===== src/rtl/stream_mux_rr.sv =====
// stream_mux_rr: NUM_CH-input, WIDTH-bit stream multiplexer with round-robin
// arbitration and a one-entry registered output stage.
// Optional feature macro: STREAM_MUX_SEL_OVERRIDE_EN. Defining it adds
// sel_valid_i / sel_i, which force the grant to one channel.
//
// Handshake: a beat moves on any interface in a cycle where valid and ready
// are both high at the rising edge. A producer holds data stable while valid
// is high and ready is low. in_ready_o is one-hot or zero. It is high only for
// the granted channel, and only when the output register can take a beat.
// That happens when the register is empty or when it drains in the same cycle.
module stream_mux_rr #(
    parameter int WIDTH  = 8,
    parameter int NUM_CH = 4,
    localparam int SEL_W = $clog2(NUM_CH)
) (
    input  logic                    clk_i,
    input  logic                    rst_ni,
    input  logic [NUM_CH*WIDTH-1:0] in_data_i,
    input  logic [NUM_CH-1:0]       in_valid_i,
    output logic [NUM_CH-1:0]       in_ready_o,
    output logic [WIDTH-1:0]        out_data_o,
    output logic                    out_valid_o,
    input  logic                    out_ready_i,
`ifdef STREAM_MUX_SEL_OVERRIDE_EN
    input  logic                    sel_valid_i,
    input  logic [SEL_W-1:0]        sel_i,
`endif
    output logic [SEL_W-1:0]        out_ch_o
);

    // One extra bit so that rr_ptr + offset can be folded back below NUM_CH.
    localparam int CW = SEL_W + 1;

    logic [WIDTH-1:0] out_data_q, out_data_d;
    logic             out_valid_q, out_valid_d;
    logic [SEL_W-1:0] out_ch_q, out_ch_d;
    logic [SEL_W-1:0] rr_ptr_q, rr_ptr_d;

    logic             load;
    logic             grant_valid;
    logic [SEL_W-1:0] grant_idx;
    logic             override_act;
    logic             transfer;
    logic [WIDTH-1:0] grant_data;
    logic [SEL_W-1:0] rr_next;
    logic [CW-1:0]    cand;

    // The output register accepts a beat when it is empty or draining now.
    assign load = !out_valid_q || out_ready_i;

    // Round-robin search from rr_ptr. The override, when present, takes priority.
    always_comb begin
        grant_valid  = 1'b0;
        grant_idx    = '0;
        override_act = 1'b0;
        cand         = '0;
        for (int i = 0; i < NUM_CH; i++) begin
            cand = {1'b0, rr_ptr_q} + CW'(i);
            if (cand >= CW'(NUM_CH)) begin
                cand = cand - CW'(NUM_CH);
            end
            if (!grant_valid && in_valid_i[cand[SEL_W-1:0]]) begin
                grant_valid = 1'b1;
                grant_idx   = cand[SEL_W-1:0];
            end
        end
`ifdef STREAM_MUX_SEL_OVERRIDE_EN
        if (sel_valid_i) begin
            override_act = 1'b1;
            grant_idx    = sel_i;
            // An out-of-range or idle selected channel gives no grant at all.
            if ({1'b0, sel_i} < CW'(NUM_CH)) begin
                grant_valid = in_valid_i[sel_i];
            end else begin
                grant_valid = 1'b0;
            end
        end
`endif
    end

    assign transfer = load && grant_valid;

    // Pick the granted channel's data. The loop keeps every slice index constant.
    always_comb begin
        grant_data = '0;
        for (int c = 0; c < NUM_CH; c++) begin
            if (grant_idx == SEL_W'(c)) begin
                grant_data = in_data_i[c*WIDTH +: WIDTH];
            end
        end
    end

    // One-hot ready to the granted producer. Nothing is accepted while in reset.
    always_comb begin
        in_ready_o = '0;
        for (int c = 0; c < NUM_CH; c++) begin
            if (rst_ni && transfer && grant_idx == SEL_W'(c)) begin
                in_ready_o[c] = 1'b1;
            end
        end
    end

    // Pointer to the channel after the winner, wrapping at NUM_CH-1.
    assign rr_next = (grant_idx == SEL_W'(NUM_CH - 1)) ? '0 : grant_idx + SEL_W'(1);

    // Next state: a load replaces the beat, a drain clears valid, and a stall holds.
    always_comb begin
        out_data_d  = out_data_q;
        out_ch_d    = out_ch_q;
        out_valid_d = out_valid_q && !out_ready_i;
        rr_ptr_d    = rr_ptr_q;
        if (transfer) begin
            out_data_d  = grant_data;
            out_ch_d    = grant_idx;
            out_valid_d = 1'b1;
            // Override transfers leave the round-robin order untouched.
            if (!override_act) begin
                rr_ptr_d = rr_next;
            end
        end
    end

    // State registers with synchronous active-low reset. The reset drops any held beat.
    always_ff @(posedge clk_i) begin
        if (!rst_ni) begin
            out_data_q  <= '0;
            out_ch_q    <= '0;
            out_valid_q <= 1'b0;
            rr_ptr_q    <= '0;
        end else begin
            out_data_q  <= out_data_d;
            out_ch_q    <= out_ch_d;
            out_valid_q <= out_valid_d;
            rr_ptr_q    <= rr_ptr_d;
        end
    end

    assign out_data_o  = out_data_q;
    assign out_valid_o = out_valid_q;
    assign out_ch_o    = out_ch_q;

endmodule

===== config.mk =====
export PLATFORM = sky130hd
export DESIGN_NAME = stream_mux_rr
export DESIGN_NICKNAME = d
export VERILOG_FILES = /design/src/rtl/stream_mux_rr.sv
export SDC_FILE = /design/constraint.sdc
export NUM_CORES = 1
export LEC_CHECK = 0
export BUFFER_PORTS_ARGS = -buffer_cell sky130_fd_sc_hd__buf_4
export CAP_MARGIN = 20
export CORE_UTILIZATION = 45
export CTS_BUF_LIST = sky130_fd_sc_hd__clkbuf_4
export DETAILED_ROUTE_END_ITERATION = 8
export PLACE_DENSITY = 0.82
export SYNTH_ARGS = -nofsm -noshare
export SYNTH_HDL_FRONTEND = slang
export SYNTH_SLANG_ARGS = --single-unit

===== constraint.sdc =====
create_clock -name clk_i -period 3.09 [get_ports clk_i]
set_clock_uncertainty 0.15 [all_clocks]
set_input_delay 0.1545 -clock clk_i [delete_from_list [all_inputs] [get_ports clk_i]]
set_output_delay 0.1545 -clock clk_i [all_outputs]
set_load 0.02 [all_outputs]

==> results of run 1 <==
==> final cells by class <==
cell class	count	area, um2	area share, %
well taps	25	31.3	2.38
repair buffers	54	405	30.8
inverters	12	45.0	3.42
flip-flops and latches	13	260	19.8
multi-input cells	90	544	41.3
clock buffers	4	30.0	2.28
==> cells in the final DEF, fill, tap and decap left out, drive strengths merged <==
cell type,synthesis,routed
a21boi,1,1
a21o,1,1
a21oi,26,26
a22oi,8,8
and2,1,1
and3,4,4
buf,7,54
clkbuf,5,4
dfxtp,13,13
ha,4,4
inv,12,12
mux2i,1,1
nand2,13,13
nand2b,1,1
nand3,1,1
nor2,1,1
nor2b,2,2
nor3,1,1
nor4,1,1
o21a,1,1
o21ai,16,16
o221a,1,1
o221ai,1,1
o22ai,4,4
or3,1,1
==> state kept, by name (all words and copies together) (netlist names) <==
register     flops
out_data_o       8
out_ch_o         2
out_valid_o      1
rr_ptr_q         2
==> through the flow <==
step                utilization, %  cells  instance area, um2
finish                        72.3    198                1320
global route                  72.3    198                1320
CTS                           72.3    198                1320
detailed placement            70.7    194                1290
global placement              70.7    194                1290
floorplan                        -    127                 920
==> kinds of logic (layout without fill, tap and decap cells) <==
family                     count (synthesis)  count (layout)  synth area share (%)
AOI/OAI and AO/OA                         59              59                  37.4
and+or+nand+nor                           26              26                  15.2
buffers and inverters                     24              70                  12.5
DFF                                       13              13                  28.3
adders and majority gates                  4               4                  5.44
muxes                                      1               1                  1.09
==> worst register-to-register path, stage by stage (launching register included) <==
cell and delay [ns]:
dfxtp_1 0.45, o22ai_1 0.13, o21a_1 0.22, or3_1 0.35, ha_1 0.41, a21oi_1 0.18, o21ai_0 0.11, a22oi_1 0.21
a21oi_1 0.10
==> worst max path at each step <==
stage / endpoint / cells after the start / slack, ns
global route: in_ready_o[3] / 6 / 0.34
global placement: out_data_o[5]$_SDFFE_PN0P_ / 8 / 0.81
CTS: in_ready_o[3] / 6 / 0.58
floorplan: out_data_o[6]$_SDFFE_PN0P_ / 10 / 0.88
finish: in_ready_o[3] / 6 / 0.56
detailed placement: out_data_o[7]$_SDFFE_PN0P_ / 8 / 0.71
==> metal layers <==
| layer | wire length (um) | up-vias |
|---|---|---|
| met2 | 1170 | 51 |
| met5 | 0 | - |
| met4 | 38 | 0 |
| met3 | 231 | 6 |
| met1 | 1110 | 466 |
| li1 | - | 539 |
==> power groups by stage <==
stage	Sequential (mW)	Clock, mW	Combinational (mW)
5_1_grt	0.223	0.120	0.382
3_5_place_dp	0.223	0	0.343
4_1_cts	0.219	0.113	0.345
3_3_place_gp	0.221	0	0.339
6_report	0.220	0.111	0.345
2_1_floorplan	0.249	0	0.197
==> summary.txt, run 1 <==
Outcome
  • Outcome: completed

Timing
  • Hold WS: 0.0146 ns
  • RSZ-0062 raised after global routing: false
  • Transition time at the pin with the least slew margin: 0.545 ns
  • Final critical path time including I/O delays and setup: 2.53 ns
  • Slew margin rel.: 63.7%
  • F_max: 395 MHz
  • Number of pins exceeding their max-slew limit in the final report: 0
  • Number of setup violations in the final report: 0
  • Setup tns final: 0 ns
  • Number of hold-slack violations in the final timing report: 0
  • Crit share post-route: 82.0%
  • Worst setup slack after layout: 0.557 ns

Power
  • Internal Power: 411 uW
  • Clock share of power: 16.5%
  • Combinational fraction of design power: 51.0%
  • Switch Pwr: 264 uW
  • Overall power consumption: 675 uW
  • Part of the power in registers: 32.5%
  • Worst vdd rail ir drop: 362 uV
  • Net Sw Frac: 39.1%
  • Leak Pwr: 0.662 nW
  • Power per cell area: 513 nW/um2

GRT
  • Met2 Resource Use GR: 40.3%
  • Met1 track demand over resource in global routing: 30.9%
  • Global route overflow: 0
  • Largest net degree at the start of global routing: 28
  • Global Route Usage Sum: 24.4%
  • Global-route wire length before repair: 3730 um
  • Global Route met3 Usage: 5.77%
  • Vias in the first global route: 895
  • Most used routing layer in global routing: met2
  • Number of antenna violations at the first check in global routing: 0

Drt
  • First-pass detailed-route iteration total: 4
  • Number of nets with antenna violations after detailed routing: 0
  • Ratio of routed vias to standard cells: 5.36
  • DRC viols: 0
  • Vias: 1062
  • Detailed Route WL: 2550 um
  • Initial drt markers: 32
  • Detailed-route wire length per cell: 12.9 um

Clock tree
  • Clk Latency, worst-skew pair: 0.27 ns
  • Number of instances resized during post-cts repair: 0
  • Clock tree from TritonCTS: built
  • H-Tree Depth: 1
  • CTS root buf: clkbuf_4
  • Setup fix buffers added after clock tree synthesis: 0
  • Total of hold buffers inserted after clock tree synthesis: 0
  • Count of clock tree sinks: 13
  • Clk buf depth: 2
  • Total CTS buffers: 3
  • Clock transition at the registers of the reported paths: 0.08 ns

Worst hold path
  • Path category of the worst min-delay check: in2reg
  • Worst min-delay path startpoint: out_ready_i
  • Sink of the worst hold path: out_valid_o$_SDFF_PN0_
  • Hold depth: 3

Setup path
  • Critical path type: reg2out
  • Sequence of cells on the critical path: o22ai_1 -> o21a_1 -> nor3_1 -> ha_1 -> and3_1 -> buf_4
  • Beginning of the worst register-to-register path: rr_ptr_q[0]$_SDFFE_PN0P_
  • Delay of the slowest critical-path stage: 0.54 ns
  • Critical path launch point: rr_ptr_q[0]$_SDFFE_PN0P_
  • Worst Path Max Fanout: 17
  • Worst setup SP type: register
  • RR Endpoint: out_data_o[7]$_SDFFE_PN0P_
  • Endpoint class of the critical path: output pin
  • Buffers & Inverters on Critical Path: 1
  • Worst-case reg-to-reg path depth: 8
  • Required time worst endpoint: 2.79 ns
  • Worst path top cell family by delay: adder cells
  • Setup slack of the most critical reg-to-reg path: 0.66 ns
  • Slowest CP cell: ha_1
  • Data arrival time of the critical path: 2.23 ns

Synth
  • Area of the mapped netlist: 920 um2
  • Most frequently used cell type in the post-synthesis netlist: a21oi_1
  • Syn Inst Count: 127
  • Sequential area share after synthesis: 28.3%
  • Average size of a mapped cell: 7.24 um2
  • Synth cell types: 29
  • Share of the synthesized area in the top cell type: 28.3%
  • Count of flip-flops with a built-in enable after synthesis: 0
  • Proportion of synthesized flip-flops having asynchronous set or reset: 0%
  • Number of synthesis warnings: 0
  • Flip-flop cell with the highest count after synthesis: dfxtp_1
  • Post-synth net total: 170
  • Cell taking the most area after synthesis: dfxtp_1
  • Yosys reg bits: 13
  • Commonest cells post-synth: a21oi_1, dfxtp_1, nand2_1
  • Synth top area cells: dfxtp_1, a21oi_1, o21ai_0

Final layout
  • NumNets Final: 217
  • Total inserted antenna cells: 0
  • Layout cells sized above 1: 35.3%
  • Final-layout fill cell count: 152
  • Area growth from synthesis to layout: 43.1%

Die
  • I/O pin cnt: 54
  • Horizontal die dimension: 47.2 um
  • Row cnt: 15
  • Area of the core: 1820 um2
  • Starting density of the core: 50.5%
  • Vertical die dimension: 47.2 um
  • Total Die Area: 2230 um2

Place
  • Place WS: 0.713 ns
  • HPWL Detailed: 2010 um
  • Quantity of I/O buffers inserted on ports: 53
  • Placer Congestion: 0.829

Run
  • Count of maximum capacitance violations: 0
(Power assumes the default switching activity.)
==> run 2: changes to the inputs <==
--- a/config.mk
+++ b/config.mk
@@ -7,10 +7,10 @@
 export LEC_CHECK = 0
 export BUFFER_PORTS_ARGS = -buffer_cell sky130_fd_sc_hd__buf_4
 export CAP_MARGIN = 20
-export CORE_UTILIZATION = 45
+export CORE_UTILIZATION = 40
 export CTS_BUF_LIST = sky130_fd_sc_hd__clkbuf_4
 export DETAILED_ROUTE_END_ITERATION = 8
-export PLACE_DENSITY = 0.82
+export PLACE_DENSITY = 0.77
 export SYNTH_ARGS = -nofsm -noshare
 export SYNTH_HDL_FRONTEND = slang
 export SYNTH_SLANG_ARGS = --single-unit
==> constraint.sdc (replaced) <==
create_clock -name clk_i -period 2.2 [get_ports clk_i]
set_clock_uncertainty 0.15 [all_clocks]
set_input_delay 0.11 -clock clk_i [delete_from_list [all_inputs] [get_ports clk_i]]
set_output_delay 0.11 -clock clk_i [all_outputs]
set_load 0.02 [all_outputs]
==> run 2 against run 1 <==
Against the previous run: flip-flop and latch count unchanged; clock power increased by 32%; clock-buffer cell count down 1; register-to-register slack worse by 0.57 ns; core utilization shrank 0.40 points; via count decreased by 0.56%; largest cell class unchanged.
==> summary.txt, run 2 (synthesized netlist as in run 1, its figures left out) <==
Drt
  • First-pass detailed-route iteration total: 4 (unchanged)
  • Detailed-route wire length per cell: 13.7 um (+6.3%)
  • Initial drt markers: 17 (-47%)
  • Detailed Route WL: 2810 um (+11%)
  • Number of nets with antenna violations after detailed routing: 0 (unchanged)
  • DRC viols: 0 (unchanged)
  • Vias: 1056 (-0.56%)
  • Ratio of routed vias to standard cells: 5.13 (-4.4%)

Final layout
  • Layout Cells excl Fill: 206 (+4.0%)
  • Layout cells sized above 1: 44.7% (+9.4 points)
  • Sequential Area: 268 um2 (+2.9%)
  • Area of the multi-input gates: 617 um2 (+13%)
  • Area growth from synthesis to layout: 61.2%
  • Number of flip-flops under the largest register name: 8 (unchanged)
  • Final Core Density: 71.9% (-0.40 points)
  • Total inserted antenna cells: 0 (unchanged)
  • Final cell area excluding filler cells: 1480 um2 (+13%)
  • NumNets Final: 223 (+2.8%)
  • Final-layout fill cell count: 154 (+1.3%)
  • Commonest non-fill, non-tap cells in the layout: buf_4, a21oi_1, nand2_1
  • Most frequent standard cell in the layout excluding fill and tap cells: buf_4

Setup path
  • Worst path top cell family by delay: simple AND/OR/NAND/NOR gates
  • Data arrival time of the critical path: 1.86 ns (-0.37 ns)
  • Endpoint class of the critical path: output pin
  • Sequence of cells on the critical path: o22ai_2 -> o21a_1 -> or3_4 -> ha_2 -> and3_1 -> buf_4
  • Worst Path Max Fanout: 9 (-8)
  • Delay of the slowest critical-path stage: 0.39 ns (-0.15 ns)
  • Worst setup SP type: register
  • Critical path type: reg2out
  • Required time worst endpoint: 1.94 ns (-0.85 ns)
  • Slowest CP cell: dfxtp_4
  • Buffers & Inverters on Critical Path: 1 (unchanged)

Place
  • Dpl cell area: 1340 um2 (+4.5%)
  • HPWL Detailed: 2150 um (+7.1%)
  • Placed cell count: 200 (+3.1%)
  • Place WS: -0.113 ns (-0.826 ns)
  • Placer Congestion: 0.838 (+1.0%)
  • Quantity of I/O buffers inserted on ports: 53 (unchanged)

Die
  • Row cnt: 16 (+1)
  • I/O pin cnt: 54 (unchanged)
  • Starting density of the core: 44.6% (-5.9 points)
  • Vertical die dimension: 50.0 um (+5.8%)
  • Area of the core: 2060 um2 (+13%)
  • Horizontal die dimension: 50.0 um (+5.8%)
  • Total Die Area: 2500 um2 (+12%)

Timing
  • Transition time at the pin with the least slew margin: 0.516 ns (-0.0289 ns)
  • Slew margin rel.: 65.4% (+1.8 points)
  • Worst setup slack after layout: 0.0759 ns (-0.481 ns)
  • Number of pins exceeding their max-slew limit in the final report: 0 (unchanged)
  • Hold WS: 0.00810 ns (-0.00648 ns)
  • Number of hold-slack violations in the final timing report: 0 (unchanged)
  • Crit share post-route: 96.5%
  • Number of setup violations in the final report: 0 (unchanged)
  • Final critical path time including I/O delays and setup: 2.12 ns
  • F_max: 471 MHz
  • Setup tns final: 0 ns (unchanged)

Power
  • Combinational fraction of design power: 56.4% (+5.4 points)
  • Part of the power in registers: 29.7% (-2.8 points)
  • Clock share of power: 13.9% (-2.6 points)
  • Worst vdd rail ir drop: 570 uV (+57%)
  • Internal Power: 638 uW (+55%)
  • Net Sw Frac: 39.8% (+0.70 points)
  • Switch Pwr: 422 uW (+60%)
  • Leak Pwr: 0.701 nW (+6.0%)
  • Overall power consumption: 1.06 mW (+57%)
  • Power per cell area: 715 nW/um2 (+39%)

GRT
  • Most used routing layer in global routing: met2
  • Vias in the first global route: 987 (+10%)
  • Number of antenna violations at the first check in global routing: 0 (unchanged)
  • Global Route met3 Usage: 3.40% (-2.4 points)
  • Largest net degree at the start of global routing: 20 (-29%)
  • Global route overflow: 0 (unchanged)
  • Met2 Resource Use GR: 39.9% (-0.41 points)
  • Global-route wire length before repair: 4330 um (+16%)
  • Global Route Usage Sum: 22.5% (-1.8 points)
  • Met1 track demand over resource in global routing: 28.6% (-2.3 points)

Run
  • Count of maximum capacitance violations: 0 (unchanged)

Clock tree
  • Total CTS buffers: 3 (unchanged)
  • Clk buf depth: 2 (unchanged)
  • Clock tree from TritonCTS: built
  • H-Tree Depth: 1 (unchanged)
  • CTS root buf: clkbuf_4
  • Count of clock tree sinks: 13 (unchanged)
  • Setup fix buffers added after clock tree synthesis: 0 (unchanged)
  • Clock transition at the registers of the reported paths: 0.09 ns (about the same)
  • Clk Latency, worst-skew pair: 0.27 ns (about the same)

Worst hold path
  • Path category of the worst min-delay check: in2reg

Outcome
  • Outcome: completed
run 2: final cells by class:
type,instances,area share (%)
inverter,12,3.04
tap,27,2.28
timing repair buffer,60,33.2
sequential,13,18.1
clock inverter,1,0.338
clock buffer,3,1.52
multi-input combinational,90,41.6
run 2: tightest hold or removal path, cell delays in order:
cell and delay [ns]:
buf_4 0.08, a22oi_1 0.07, a21oi_1 0.14
run 2: final timing paths:
path / startpoint / to / slack [ns] / depth (start not counted)
max: rr_ptr_q[0]$_SDFFE_PN0P_ / in_ready_o[0] / 0.08 / 6
min: in_data_i[31] / out_data_o[7]$_SDFFE_PN0P_ / 0.008 / 3
max reg2reg: rr_ptr_q[0]$_SDFFE_PN0P_ / out_data_o[5]$_SDFFE_PN0P_ / 0.09 / 10
min reg2reg: out_ch_o[1]$_SDFFE_PN0P_ / out_ch_o[1]$_SDFFE_PN0P_ / 0.33 / 2
run 2: metal layers:
layer / share of wire [%] / routed length, um
met1: 44 / 1230
met2: 50 / 1420
met3: 5.7 / 161
met4: 0 / 0
met5: 0 / 0
run 2: power by group through the flow:
stage	Sequential, mW	Clock, mW	Combinational [mW]
global placement	0.310	0	0.524
finish	0.315	0.147	0.598
floorplan	0.349	0	0.278
detailed placement	0.313	0	0.539
global route	0.321	0.164	0.651
CTS	0.310	0.151	0.549
run 2: repair_timing:
action                                  4_1_cts  5_1_grt
hold endpoints to repair                      1        1
resized for setup                             5       19
endpoints found under the setup margin        6        7
hold buffers                                  1        1
pin swaps                                     0        4
